**src/rtl/fc_pkg.sv**
```systemverilog
// Shared definitions for the fully-connected layer blocks: default geometry,
// loader FSM state encoding and the reference requantize helper.
package fc_pkg;

  localparam int unsigned FC_WIDTH = 8;
  localparam int unsigned FC_IN    = 128;
  localparam int unsigned FC_IN_W  = FC_WIDTH * 2 + $clog2(84);
  localparam int unsigned FC_SHIFT = 8;

  typedef enum logic {
    StFill = 1'b0,
    StHold = 1'b1
  } ld_state_e;

  // Arithmetic shift (floor) followed by signed saturation, at default widths.
  function automatic logic [FC_WIDTH-1:0] sat_shift(input logic [FC_IN_W-1:0] x);
    logic signed [FC_IN_W-1:0]   q;
    logic        [FC_IN_W-FC_WIDTH:0] upper;
    q     = $signed(x) >>> FC_SHIFT;
    upper = q[FC_IN_W-1:FC_WIDTH-1];
    if ((&upper) || (~|upper)) begin
      return q[FC_WIDTH-1:0];
    end
    return {q[FC_IN_W-1], {(FC_WIDTH-1){~q[FC_IN_W-1]}}};
  endfunction

endpackage

```
**src/rtl/fc_sat_shift.sv**
```systemverilog
// Combinational requantizer: IN_W-bit signed value, arithmetic right shift by
// SHIFT (floor), then saturate into a WIDTH-bit signed range.
module fc_sat_shift
  import fc_pkg::*;
#(
  parameter int unsigned WIDTH = FC_WIDTH,
  parameter int unsigned IN_W  = FC_IN_W,
  parameter int unsigned SHIFT = FC_SHIFT
) (
  input  logic [IN_W-1:0]  i_data,
  output logic [WIDTH-1:0] o_q
);

  logic signed [IN_W-1:0]     w_shifted;
  logic        [IN_W-WIDTH:0] w_upper;
  logic                       w_in_range;

  assign w_shifted  = $signed(i_data) >>> SHIFT;
  // In range when every bit above the target sign bit replicates it.
  assign w_upper    = w_shifted[IN_W-1:WIDTH-1];
  assign w_in_range = (&w_upper) || (~|w_upper);

  // Pass through when representable, otherwise clamp towards the sign.
  always_comb begin
    o_q = w_shifted[WIDTH-1:0];
    if (!w_in_range) begin
      o_q = {w_shifted[IN_W-1], {(WIDTH-1){~w_shifted[IN_W-1]}}};
    end
  end

endmodule

```
**src/rtl/fc_vec_loader.sv**
```systemverilog
// Collects per-neuron results, requantizes each to WIDTH bits and assembles an
// IN-entry activation vector presented through a valid/ready handshake.
// Define FC_VEC_LOADER_PING_PONG_EN for two banks (fill one while the other is
// held); otherwise a single bank with a FILL/HOLD FSM and a one-cycle bubble.
module fc_vec_loader
  import fc_pkg::*;
#(
  parameter int unsigned WIDTH = FC_WIDTH,
  parameter int unsigned IN    = FC_IN,
  parameter int unsigned IN_W  = WIDTH * 2 + $clog2(84),
  parameter int unsigned SHIFT = FC_SHIFT
) (
  input  logic             clk,
  input  logic             rst,
  input  logic             s_valid,
  output logic             s_ready,
  input  logic [IN_W-1:0]  s_data,
  input  logic             s_last,
  output logic             vec_valid,
  input  logic             vec_ready,
  output logic [WIDTH-1:0] vec_data [0:IN-1],
  output logic             err_len
);

  localparam int unsigned      IDX_W    = (IN > 1) ? $clog2(IN) : 1;
  localparam logic [IDX_W-1:0] IDX_LAST = IDX_W'(IN - 1);

  logic [WIDTH-1:0] w_q;
  logic [IDX_W-1:0] r_idx, w_idx_next;
  logic             r_err_len, w_err_len_next;
  logic             w_wr_en;
  logic             w_idx_last;

  fc_sat_shift #(
    .WIDTH (WIDTH),
    .IN_W  (IN_W),
    .SHIFT (SHIFT)
  ) u_sat_shift (
    .i_data (s_data),
    .o_q    (w_q)
  );

  assign w_idx_last = (r_idx == IDX_LAST);
  assign err_len    = r_err_len;

`ifdef FC_VEC_LOADER_PING_PONG_EN

  logic [WIDTH-1:0] r_mem [0:1][0:IN-1];
  logic [1:0]       r_full, w_full_next;
  logic             r_fill_bank, w_fill_bank_next;
  logic             r_rd_bank, w_rd_bank_next;

  // Banks are filled and drained in the same order, so the fill bank being
  // full means both are full.
  assign s_ready   = ~r_full[r_fill_bank];
  assign vec_valid = r_full[r_rd_bank];

  // Next-state: fill pointer, bank occupancy and length check.
  always_comb begin
    w_idx_next       = r_idx;
    w_err_len_next   = 1'b0;
    w_wr_en          = 1'b0;
    w_full_next      = r_full;
    w_fill_bank_next = r_fill_bank;
    w_rd_bank_next   = r_rd_bank;
    if (s_valid && s_ready) begin
      w_wr_en = 1'b1;
      if (w_idx_last) begin
        w_full_next[r_fill_bank] = 1'b1;
        w_fill_bank_next         = ~r_fill_bank;
        w_idx_next               = '0;
        w_err_len_next           = ~s_last;
      end else if (s_last) begin
        w_idx_next     = '0;
        w_err_len_next = 1'b1;
      end else begin
        w_idx_next = r_idx + 1'b1;
      end
    end
    // The held bank is never the fill bank, so this cannot collide with a set.
    if (vec_valid && vec_ready) begin
      w_full_next[r_rd_bank] = 1'b0;
      w_rd_bank_next         = ~r_rd_bank;
    end
  end

  // Control registers.
  always_ff @(posedge clk) begin
    if (rst) begin
      r_idx       <= '0;
      r_err_len   <= 1'b0;
      r_full      <= '0;
      r_fill_bank <= 1'b0;
      r_rd_bank   <= 1'b0;
    end else begin
      r_idx       <= w_idx_next;
      r_err_len   <= w_err_len_next;
      r_full      <= w_full_next;
      r_fill_bank <= w_fill_bank_next;
      r_rd_bank   <= w_rd_bank_next;
    end
  end

  // Vector storage, both banks.
  always_ff @(posedge clk) begin
    if (rst) begin
      for (int b = 0; b < 2; b++) begin
        for (int i = 0; i < int'(IN); i++) begin
          r_mem[b][i] <= '0;
        end
      end
    end else if (w_wr_en) begin
      r_mem[r_fill_bank][r_idx] <= w_q;
    end
  end

  // Present the held bank.
  always_comb begin
    for (int i = 0; i < int'(IN); i++) begin
      vec_data[i] = r_mem[r_rd_bank][i];
    end
  end

`else

  logic [WIDTH-1:0] r_mem [0:IN-1];
  ld_state_e        r_state, w_state_next;
  logic             r_vec_valid, w_vec_valid_next;

  assign s_ready   = (r_state == StFill);
  assign vec_valid = r_vec_valid;

  // Next-state: FILL accepts beats, HOLD waits for the downstream handshake.
  always_comb begin
    w_state_next     = r_state;
    w_idx_next       = r_idx;
    w_vec_valid_next = r_vec_valid;
    w_err_len_next   = 1'b0;
    w_wr_en          = 1'b0;
    unique case (r_state)
      StFill: begin
        if (s_valid) begin
          w_wr_en = 1'b1;
          if (w_idx_last) begin
            w_state_next     = StHold;
            w_idx_next       = '0;
            w_vec_valid_next = 1'b1;
            w_err_len_next   = ~s_last;
          end else if (s_last) begin
            w_idx_next     = '0;
            w_err_len_next = 1'b1;
          end else begin
            w_idx_next = r_idx + 1'b1;
          end
        end
      end
      StHold: begin
        if (r_vec_valid && vec_ready) begin
          w_state_next     = StFill;
          w_vec_valid_next = 1'b0;
        end
      end
      default: begin
        w_state_next = StFill;
      end
    endcase
  end

  // State and control registers.
  always_ff @(posedge clk) begin
    if (rst) begin
      r_state     <= StFill;
      r_idx       <= '0;
      r_vec_valid <= 1'b0;
      r_err_len   <= 1'b0;
    end else begin
      r_state     <= w_state_next;
      r_idx       <= w_idx_next;
      r_vec_valid <= w_vec_valid_next;
      r_err_len   <= w_err_len_next;
    end
  end

  // Vector storage.
  always_ff @(posedge clk) begin
    if (rst) begin
      for (int i = 0; i < int'(IN); i++) begin
        r_mem[i] <= '0;
      end
    end else if (w_wr_en) begin
      r_mem[r_idx] <= w_q;
    end
  end

  // Present the stored vector.
  always_comb begin
    for (int i = 0; i < int'(IN); i++) begin
      vec_data[i] = r_mem[i];
    end
  end

`endif

endmodule

```
**config.mk**
```make
export PLATFORM = sky130hd
export DESIGN_NAME = fc_vec_loader
export DESIGN_NICKNAME = d
export VERILOG_FILES = /design/src/rtl/fc_pkg.sv /design/src/rtl/fc_sat_shift.sv /design/src/rtl/fc_vec_loader.sv
export SDC_FILE = /design/constraint.sdc
export NUM_CORES = 1
export LEC_CHECK = 0
export ABC_CLOCK_PERIOD_IN_PS = 2900
export CAP_MARGIN = 15
export CORE_AREA = 2 2 408 410
export CTS_CLUSTER_SIZE = 20
export DETAILED_ROUTE_END_ITERATION = 16
export DIE_AREA = 0 0 410 412
export PLACE_DENSITY = 0.47
export SLEW_MARGIN = 20
export SYNTH_ARGS = -nofsm -noshare
export SYNTH_HDL_FRONTEND = slang
export SYNTH_SLANG_ARGS = --single-unit
```
**constraint.sdc**
```tcl
create_clock -name clk -period 2.9 [get_ports clk]
set_input_delay 0.435 -clock clk [delete_from_list [all_inputs] [get_ports clk]]
set_output_delay 0.435 -clock clk [all_outputs]
set_load 0.02 [all_outputs]
```
==> results.py <==
metrics = {
    "status": {
        "run_status": "complete, no violations",
    },
    "final_layout": {
        "drive_gt1_share_pct": 13.9,
        "fill_cells": 15800,
        "final_net_count": 3893,
        "area_growth_pct": 51.5,
    },
    "clocking": {
        "clk_path_buf_depth": 3,
        "holdBufCountCts": 0,
        "cts_tree": "yes",
        "clock_latency_ns": 0.75,
        "cts_made_buffers": 115,
        "clock_sinks": 1034,
        "root_buffer": "clkbuf_16",
        "htreeDepth": 3,
        "postCtsSetupBuffers": 0,
        "ctsResizeCount": 0,
        "clkTransAtPathRegs_ns": 0.06,
    },
    "power": {
        "p_int_mw": 26.2,
        "power_mw": 34.5,
        "switching_share_pct": 24.0,
        "leakage_nw": 20.3,
        "p_per_area_nw_per_um2": 577,
        "ir_worst_vdd_uv": 485,
        "power_frac_seq_pct": 49.7,
        "p_clk_share_pct": 41.5,
        "power.switching_mw": 8.28,
        "power_frac_comb_pct": 8.8,
    },
    "routing": {
        "drc_errors": 0,
        "wl_met1_mm": 78.6,
        "ant_nets": 0,
        "dr_wl_met2_mm": 96.9,
        "num_vias": 29700,
        "vias_per_cell": 4.83,
        "wire_per_inst_um": 32.1,
        "drt_wl_total_mm": 198,
        "first_pass_iters": 5,
        "met3_length_mm": 17.0,
        "highest_layer": "met4",
        "drt_iter0_markers": 2882,
    },
    "die": {
        "core_um2": 164000,
        "dieHeight_um": 412,
        "initial_utilization_pct": 24.0,
        "die-width_um": 410,
        "dieArea_um2": 169000,
        "ios": 1055,
        "rows": 149,
    },
    "placed_design": {
        "hpwl_mm": 142,
        "dp_slack_ns": -0.450,
        "gp_congestion": 0.820,
        "port_buffers": 1046,
    },
    "synthesis": {
        "synth_edf_count": 1024,
        "synth_adder_area_share_pct": 0.0317,
        "mappedNetlistNets": 2716,
        "syn_inst": 2687,
        "yosys_warnings": 0,
        "synth_area_um2": 39400,
        "synth-seq-cells": 1034,
        "synth_top_area_share_pct": 78.0,
        "synth_simple_gate_area_share_pct": 2.60,
        "synthMuxAreaShare_pct": 0,
        "synth_area_leaders": "edfxtp_1 (78%), a21oi_1 (11%), a21o_1 (2.4%)",
        "ys.flop_type": "edfxtp_1",
        "synth_seq_area_share_pct": 78.5,
        "async_flop_share_pct": 0,
        "ys_types": 35,
        "synth_top_family_by_area": "compound AO/OA/AOI/OAI gates",
        "yosysTopAreaCell": "edfxtp_1",
        "synth_area_per_cell_um2": 14.7,
        "synth-xor-area-share_pct": 0.111,
        "synth_compound_area_share_pct": 15.3,
    },
    "sta": {
        "fin_crit_sh_pct": 94.4,
        "finalHoldViolCount": 0,
        "tightest_slew_ns": 1.07,
        "fmax_ghz": 0.365,
        "period_minus_slack_ns": 2.74,
        "setup_viol": 0,
        "timing.final.ws_setup_ns": 0.163,
        "finClkSkew_ns": 0.0420,
        "relSlewSlack_pct": 28.2,
        "drv_slew": 0,
        "rsz0062_at_grt": "no",
    },
    "worst_setup_path": {
        "cp.required_ns": 3.47,
        "startpoint_type": "input port",
        "cp_cell_sequence": "clkdlybuf4s50_1, nor4_1, buf_4, and2_4, buf_12, o211ai_1, buf_12, a21oi_1",
        "crit_slowest_cell": "nor4_1",
        "worstPathMaxFanout": 20,
        "worstPathArrival_ns": 3.30,
        "worstSetupPathType": "in2reg",
        "timing.rr.start": "r_idx[5]",
        "endpoint_kind": "register",
        "cpPeakStageDelay_ns": 0.93,
        "cp-startpoint": "s_data[20]",
        "worst_path_most_repeated_cell": "buf_12",
    },
    "worst_hold_path": {
        "hold_path_class": "in2reg",
        "hold_path.startpoint": "rst",
    },
    "global_routing": {
        "grt_start_max_net_pins": 135,
        "grt_pass1_wl_mm": 259,
        "grt_pass1_vias": 28800,
        "gr-total-overflow": 0,
        "grt_use_total_pct": 22.5,
        "antenna_found_initial": 5,
    },
    "flow_run": {
        "cap_viol_max_count": 0,
    },
}
## layer usage
| metal | GRT usage (%) | vias up |
|---|---|---|
| li1 | - | 12500 |
| met1 | 28.3 | 15600 |
| met2 | 38.1 | 1407 |
| met3 | 6.35 | 205 |
| met4 | 5.31 | 0 |
| met5 | 0 | - |
## kinds of logic after synthesis
| family | after synthesis |
|---|---|
| AO/OA/AOI/OAI | 1089 |
| buffers and inverters | 323 |
| adder cells (fa/ha/maj) | 1 |
| XOR/XNOR | 5 |
| flip-flops | 1034 |
| AND/OR/NAND/NOR | 235 |
## metrics by stage
step	std cells	util [%]	instance area, µm²	hold slack (ns)	setup TNS [ns]
global route	6143	36.4	59700	0.268	0
global placement	5936	34.2	56100	0.480	-330.25
floorplan	2687	-	39400	0.495	0
detailed placement	5936	34.2	56100	0.472	-235.99
CTS	6142	36.4	59700	0.277	0
finish	6147	36.4	59700	0.275	0
## cell usage in the layout, fill, tap and decap left out, types with 2 or more instances in the layout
cell / count
bufinv_16: 7
clkbuf_1: 25
nand2b_1: 7
clkdlybuf4s50_1: 1044
clkinvlp_4: 2
nand2_4: 15
clkinv_2: 15
buf_4: 179
dfxtp_1: 10
nor2_1: 139
nor2_2: 4
clkinv_16: 3
inv_6: 3
xor2_1: 4
nand2_1: 17
clkinv_4: 3
o211ai_2: 2
nor4_1: 2
diode_2: 5
a21oi_1: 900
o211ai_4: 6
clkinv_1: 29
edfxtp_1: 1024
o211ai_1: 48
clkbuf_16: 118
nor3_2: 7
nand3_4: 8
nor2_4: 11
buf_12: 157
nand4_1: 7
nor3_1: 2
a21o_1: 128
nor2b_1: 7
## critical path, delay by kind of cell
| family | cells | cell delay [ns] |
|---|---|---|
| buf+inv | 4 | 1.21 |
| simple gates | 2 | 1.11 |
| compound gates | 2 | 0.49 |
## state kept, by name, indices dropped and copies added (netlist names)
| name | cells |
|---|---|
| vec_valid | 1 |
| r_state | 1 |
| r_idx | 7 |
| err_len | 1 |
| r_mem | 1024 |
## path summary, 6_finish.rpt
path / depth (start not counted) / end / slack, ns
setup / recovery: 8 / r_mem[17][4] / 0.16
hold / removal: 3 / r_idx[2] / 0.27
hold reg to reg: 2 / vec_valid / 0.48
setup reg to reg: 5 / r_mem[33][4] / 0.25
## power groups by stage
stage	Clock [mW]	Combinational (mW)	Sequential [mW]
after floorplan	0	0.384	18.1
after global placement	0	3.08	17.4
after detailed placement	0	3.08	17.4
after CTS	14.6	3.09	17.1
after global routing	15.1	3.13	17.2
final	14.3	3.05	17.1
## synth_stat cells, types with 2 or more instances
| library cell | instances |
|---|---|
| edfxtp_1 | 1024 |
| a21oi_1 | 900 |
| clkbuf_1 | 233 |
| nor2_1 | 154 |
| a21o_1 | 128 |
| buf_2 | 64 |
| o211ai_1 | 48 |
| nand2_1 | 32 |
| buf_1 | 11 |
| dfxtp_1 | 10 |
| nand3_1 | 9 |
| nor3_1 | 9 |
| buf_4 | 7 |
| buf_6 | 7 |
| nand2b_1 | 7 |
| nand4_1 | 7 |
| nor2b_1 | 7 |
| o211ai_4 | 6 |
| xor2_1 | 4 |
| nor4_1 | 3 |
| and4_1 | 2 |
| o211ai_2 | 2 |
## final cells by class
class / count / area, µm² / area share, %
Clock buffer: 143 / 3050 / 5.10
Timing Repair Buffer: 1382 / 15000 / 25.0
Tap cell: 2189 / 2740 / 4.59
Sequential cell: 1034 / 30900 / 51.8
Inverter: 1 / 3.75 / 0.00628
Antenna cell: 5 / 12.5 / 0.0209
Multi-Input combinational cell: 1330 / 7460 / 12.5
Clock inverter: 63 / 572 / 0.957
Power figures use the tool's default switching activity.
